File: src/rtl/rr_mux_n_reg.sv
// rr_mux_n_reg: N-channel registered mux with valid/ready handshakes and round-robin or fixed-priority arbitration
module rr_mux_n_reg #(
  parameter int WIDTH = 16,
  parameter int N = 4,
  parameter int MODE = 0,
  localparam int CHAN_W = ($clog2(N) > 1) ? $clog2(N) : 1
) (
  input  logic                 clk,
  input  logic                 rst,
  input  logic [N*WIDTH-1:0]   in_data,
  input  logic [N-1:0]         in_valid,
  output logic [N-1:0]         in_ready,
  output logic [WIDTH-1:0]     out_data,
  output logic [CHAN_W-1:0]    out_chan,
  output logic                 out_valid,
  input  logic                 out_ready
);
  logic [WIDTH-1:0]  w_ch [N];
  logic [WIDTH-1:0]  r_data;
  logic [CHAN_W-1:0] r_chan, r_ptr, w_base, w_idx, w_gnt, w_ptr_nxt;
  logic              r_valid, w_any, w_load, w_fire;
  genvar i;
  for (i = 0; i < N; i++) begin : g_ch
    assign w_ch[i] = in_data[i*WIDTH +: WIDTH];
  end
  assign w_load = !r_valid || out_ready;
  assign w_base = (MODE != 0) ? '0 : r_ptr;
  // search from w_base upward, wrapping at N-1 so indices >= N are never visited
  always_comb begin
    w_any = 1'b0;
    w_gnt = '0;
    w_idx = '0;
    for (int k = 0; k < N; k++) begin
      w_idx = (int'(w_base) + k >= N) ? CHAN_W'(int'(w_base) + k - N) : CHAN_W'(int'(w_base) + k);
      if (!w_any && in_valid[w_idx]) begin
        w_any = 1'b1;
        w_gnt = w_idx;
      end
    end
  end
  assign w_fire    = w_load && w_any && !rst;
  assign in_ready  = w_fire ? ({{(N-1){1'b0}}, 1'b1} << w_gnt) : '0;
  assign w_ptr_nxt = (w_gnt == CHAN_W'(N-1)) ? '0 : w_gnt + 1'b1;
  always_ff @(posedge clk) begin
    if (rst) begin
      r_valid <= 1'b0;
      r_data  <= '0;
      r_chan  <= '0;
      r_ptr   <= '0;
    end else if (w_load) begin
      r_valid <= w_any;
      if (w_any) begin
        r_data <= w_ch[w_gnt];
        r_chan <= w_gnt;
        r_ptr  <= (MODE != 0) ? '0 : w_ptr_nxt;
      end
    end
  end
  assign out_data  = r_data;
  assign out_chan  = r_chan;
  assign out_valid = r_valid;
endmodule

File: config.mk
export PLATFORM = sky130hd
export DESIGN_NAME = rr_mux_n_reg
export DESIGN_NICKNAME = d
export VERILOG_FILES = /design/src/rtl/rr_mux_n_reg.sv
export SDC_FILE = /design/constraint.sdc
export NUM_CORES = 1
export LEC_CHECK = 0
export ABC_AREA = 0
export CAP_MARGIN = 20
export CORE_AREA = 4 4 65 67
export CTS_BUF_LIST = sky130_fd_sc_hd__clkbuf_4
export CTS_CLUSTER_SIZE = 10
export DETAILED_ROUTE_END_ITERATION = 12
export DIE_AREA = 0 0 69 71
export PLACE_DENSITY = 0.88
export SYNTH_ARGS = -nofsm -noshare
export SYNTH_HDL_FRONTEND = slang
export SYNTH_SLANG_ARGS = --single-unit
File: constraint.sdc
create_clock -name clk -period 2.9 [get_ports clk]
set_input_delay 0.435 -clock clk [delete_from_list [all_inputs] [get_ports clk]]
set_output_delay 0.435 -clock clk [all_outputs]
set_load 0.05 [all_outputs]
Word-level counts from Yosys, hierarchy flattened

Cells that the tools add are included.

$mul: 0
Multiplexer cells: 25
Magnitude comparators: 9
Equal/unequal tests: 1
Add/subtract/negate cells: 8
Bitwise logic cells: 1
Reduce and logical (&&, ||, !) cells: 12
Div/mod/pow operators: 0
Shifts and indexed selects: 1

Operator list:

| kind                | number |
|---|---|
| $bmux 16 s2         | 1 |
| $mux 16             | 2 |
| $mux 2              | 9 |
| $ge 3x3->1 const B  | 4 |
| $lt 2x3->1 const B  | 4 |
| $bmux 1 s2          | 4 |
| $mux 1              | 8 |
| $sub 2x1->2 const B | 4 |
| $add 2x2->3 const B | 2 |
| $logic_and 1x1->1   | 5 |
| $logic_not 1->1     | 5 |
| $mux 4              | 1 |
| $shl 1x2->4 const A | 1 |
| $add 2x1->3 const B | 1 |
| $ge 2x3->1 const B  | 1 |
| $not 2->3           | 1 |
| $add 2x1->2 const B | 1 |
| $eq 2x2->1 const B  | 1 |
| $reduce_and 2->1    | 1 |
| $logic_or 1x1->1    | 1 |

Register bits after elaboration: 21
Memory bits (writable): 0
Input port bits: 71
Word-level logic and storage cells: 61
Memory bits (read-only): 0
Memories: 0
Latch bits: 0
Output and inout port bits: 23

Depth between registers and ports, before layout

Depth after elaboration: 18
Gate-level depth with buffers: 8
Gate-level depth less buffers: 5

Least setup slack after synthesis

No wires, ideal clock.

Kind: input to output
Start: input port in_valid[2]
End: output port in_ready[0]
Data required time: 2465 ps
Stages on the path: 6
Data arrival time: 2798 ps
Path buffers: 2
Path slack: -333 ps
Cell sequence: inv_1 o32a_1 o21ai_2 buf_12 buf_6 nor4b_1

Longest elaborated chain between the ends: 15
Elaborated cells on any way between the ends: 26
Those cells by class: shift: 1; mux: 17; reduce/logical: 8

Ends and longest elaborated chain:

| what                            | RTL line | source |
|---|---|---|
| start: declaration              | 11       | `input logic [N-1:0] in_valid,` |
| $bmux 1 s2                      | 35       | `if (!w_any && in_valid[w_idx]) begin` |
| $mux 1 (not written as such)    | 35       |  |
| $mux 1                          | 35       |  |
| $logic_not 1->1                 | 35       |  |
| $logic_and 1x1->1               | 35       |  |
| $mux 1                          | 35       |  |
| $logic_not 1->1                 | 35       |  |
| $logic_and 1x1->1               | 35       |  |
| $mux 1                          | 35       |  |
| $logic_not 1->1                 | 35       |  |
| $logic_and 1x1->1               | 35       |  |
| $mux 1                          | 35       |  |
| $logic_and 1x1->1 (2 in series) | 41       | `assign w_fire = w_load && w_any && !rst;` |
| $mux 4 *                        | 42       | `assign in_ready = w_fire ? ({{(N-1){1'b0}}, 1'b1} << w_gnt) : '0;` |
| end: declaration                | 12       | `output logic [N-1:0] in_ready,` |

Every way passes the cells marked *; elsewhere a longest branch is shown, timed or not. The select of a mux whose other input is x is not followed.

Worst setup path after layout

Start: input port in_valid[0]
End: output port in_ready[2]

Same word-level chain as after synthesis.

==> summary.txt <==
CTS buffer count - 3
# clock sinks - 21
global placement routability congestion - 0.793
Die Wd - 69 um
DP HPWL - 3150 um
global-route wire length before repair - 6710 um
# IOs - 94
final hold viol count - 0
share of post-route cells with drive strength above 1 - 13.8%
sum of buffers and inverters on the critical path - 2
core area - 0.00363 mm^2
sequential share of the synthesized area - 30.1%
diode count - 0
critical path startpoint category - input pin
post-route antenna net violation count - 0
FP Rows - 22
H-tree levels - 1
Critical Path Slowest Stage Cell - clkdlybuf4s50_1
Initial Utilization - 38.4%
Worst Path Arrival - 2.27 ns
Vias - 1360
Cell variety after synth - 30
Final Hold Slack - 0.472 ns
Mapped Nets - 201
Resize count post-CTS - 0
vias in the first global route - 1502
ys async rst share - 0%
maximum VDD drop - 0.228 mV
FF+latch count, synth - 21
Layout area overhead - 71.8%
vias per cell - 5.11
Relative slew margins - 36.4%
post-CTS setup buffer count - 0
post-layout minimum cycle time - 2.71 ns
Total Wirelength - 4000 um
CP cell instances - clkdlybuf4s50_1 > a21o_1 > a21oi_1 > o22a_2 > ha_1 > nor3b_1 > buf_12
CP Class - input pin to output pin
initial antenna violation count - 0
Synth Cell Area - 0.00140 mm^2
worst min path class - flip-flop to flip-flop
Post-Syn Instances - 129
P_leak - 0.000998 uW
DR pass1 iterations - 4
WP data required - 2.47 ns
total gr overflow - 0
initial DRC count - 36
Max Transition Viols Final - 0
Synth Warn # - 0
Skew-Pair Late Insertion Delay - 0.30 ns
Tot GR Track Use - 16.5%
port buffer count - 93
clock root buffer - clkbuf_4
setup violators final - 0
Critical Path Fanout Max - 5
maxcap violations - 0
CTS tree - yes
RSZ-0062 raised after global routing - false
Least-Margin Pin Slew - 0.954 ns
Final #Nets - 291
clock-pin slew on the worst setup and hold paths - 0.12 ns
Top FF cell, synth - dfxtp_1
Setup WS post-layout - 0.194 ns
DRC viols - 0
CP max stage delay - 0.49 ns
Clock Tree Buf Depth - 2
Fmax - 0.370 GHz
Clock Skew - 0.00285 ns
largest net degree at the start of global routing - 22
hold_buf cts - 0
Setup crit end kind - output pin
Die H - 71 um
syn avg cell area - 10.8 um^2
WL per Instance - 15.0 um
Setup WS pre-CTS - 0.199 ns
Post-synth EDFFs - 0
Crit path max-delay family - buffers and inverters
Period Utilization, post-route - 93.3%
run status - completed
power density over the cells - 447 mW/mm^2
area of the die - 0.00490 mm^2
[state kept, by name, summed over array words and instances (netlist names)]
name / count
out_valid: 1
r_ptr: 2
out_chan: 2
out_data: 16
[through the flow]
step                std cells  setup TNS, ns  utilization, %  instance area, um^2  power [uW]
floorplan                 129       -0.00468               -                 1420         745
global placement          262              0            65.3                 2370         931
detailed placement        262              0            65.3                 2370         938
CTS                       266              0            66.0                 2400        1090
global route              266              0            66.0                 2400        1130
finish                    266              0            66.0                 2400        1070
[power breakdown]
part / switching (uW) / total, uW / internal [uW]
Sequential: 24.8 / 353 / 328
Combinational: 310 / 575 / 265
Clock: 92.1 / 143 / 51.4
Total: 427 / 1070 / 644
[per-layer routing]
layer / wire, um / global-route usage (%)
met2: 2040 / 30.0
met5: 0 / 0
met1: 1580 / 17.8
met4: 33 / 4.77
met3: 353 / 6.11
[worst paths after layout]
path / startpoint / endpoint / slack (ns) / cells after the start
max: in_valid[0] / in_ready[2] / 0.19 / 7
min: out_chan[0]$_SDFFE_PP0P_ / out_chan[0]$_SDFFE_PP0P_ / 0.47 / 2
max reg2reg: r_ptr[1]$_SDFFE_PP0P_ / out_data[13]$_SDFFE_PP0P_ / 0.85 / 5
min reg2reg: out_chan[0]$_SDFFE_PP0P_ / out_chan[0]$_SDFFE_PP0P_ / 0.47 / 2
[synth_stat cells, types with 3 or more instances]
master / count / area (um^2)
o21bai_1: 16 / 120
buf_12: 3 / 60.1
a221oi_1: 6 / 52.6
dfxtp_1: 21 / 420
inv_1: 3 / 11.3
a221oi_2: 10 / 150
mux2i_1: 33 / 330
a21oi_1: 7 / 35.0
buf_2: 3 / 15.0
[worst register-to-register path, cell delays in order, from the launching register on]
cell and delay (ns):
dfxtp_1 0.48, a21o_1 0.15, a21oi_1 0.07, o22a_2 0.28
nor2_2 0.68, a221oi_1 0.23
[cell type report]
type,count,area [um^2]
repair buffers,97,1000
inverters,3,11.3
well taps,48,60.1
clock buffers,3,22.5
clock inverters,1,5.00
multi-input cells,93,878
flip-flops and latches,21,420
fillers,313,1230
[cells by family (layout without fill, tap and decap cells)]
group | after synthesis | after routing | synth area share (%)
simple gates | 12 | 12 | 5.56
mux | 33 | 33 | 23.7
compound gates | 47 | 47 | 30.6
fa+ha+maj | 1 | 1 | 0.896
buf+inv | 15 | 104 | 9.14
flops | 21 | 21 | 30.1
[placed cells by master (no fill, tap or decap), drive strengths merged]
cell type,count
dfxtp,21
o32a,1
o21bai,16
clkbuf,3
a221oi,16
a21o,2
nor4b,2
o21ai,1
mux2i,33
nor3b,1
nand2,2
nor2,3
buf,8
clkinv,1
a21oi,7
a211oi,1
o221a,1
ha,1
clkdlybuf4s50,89
a21boi,1
o22a,1
nand2b,1
inv,3
nor4,2
and2,1
Power figures use the tool's default switching activity.
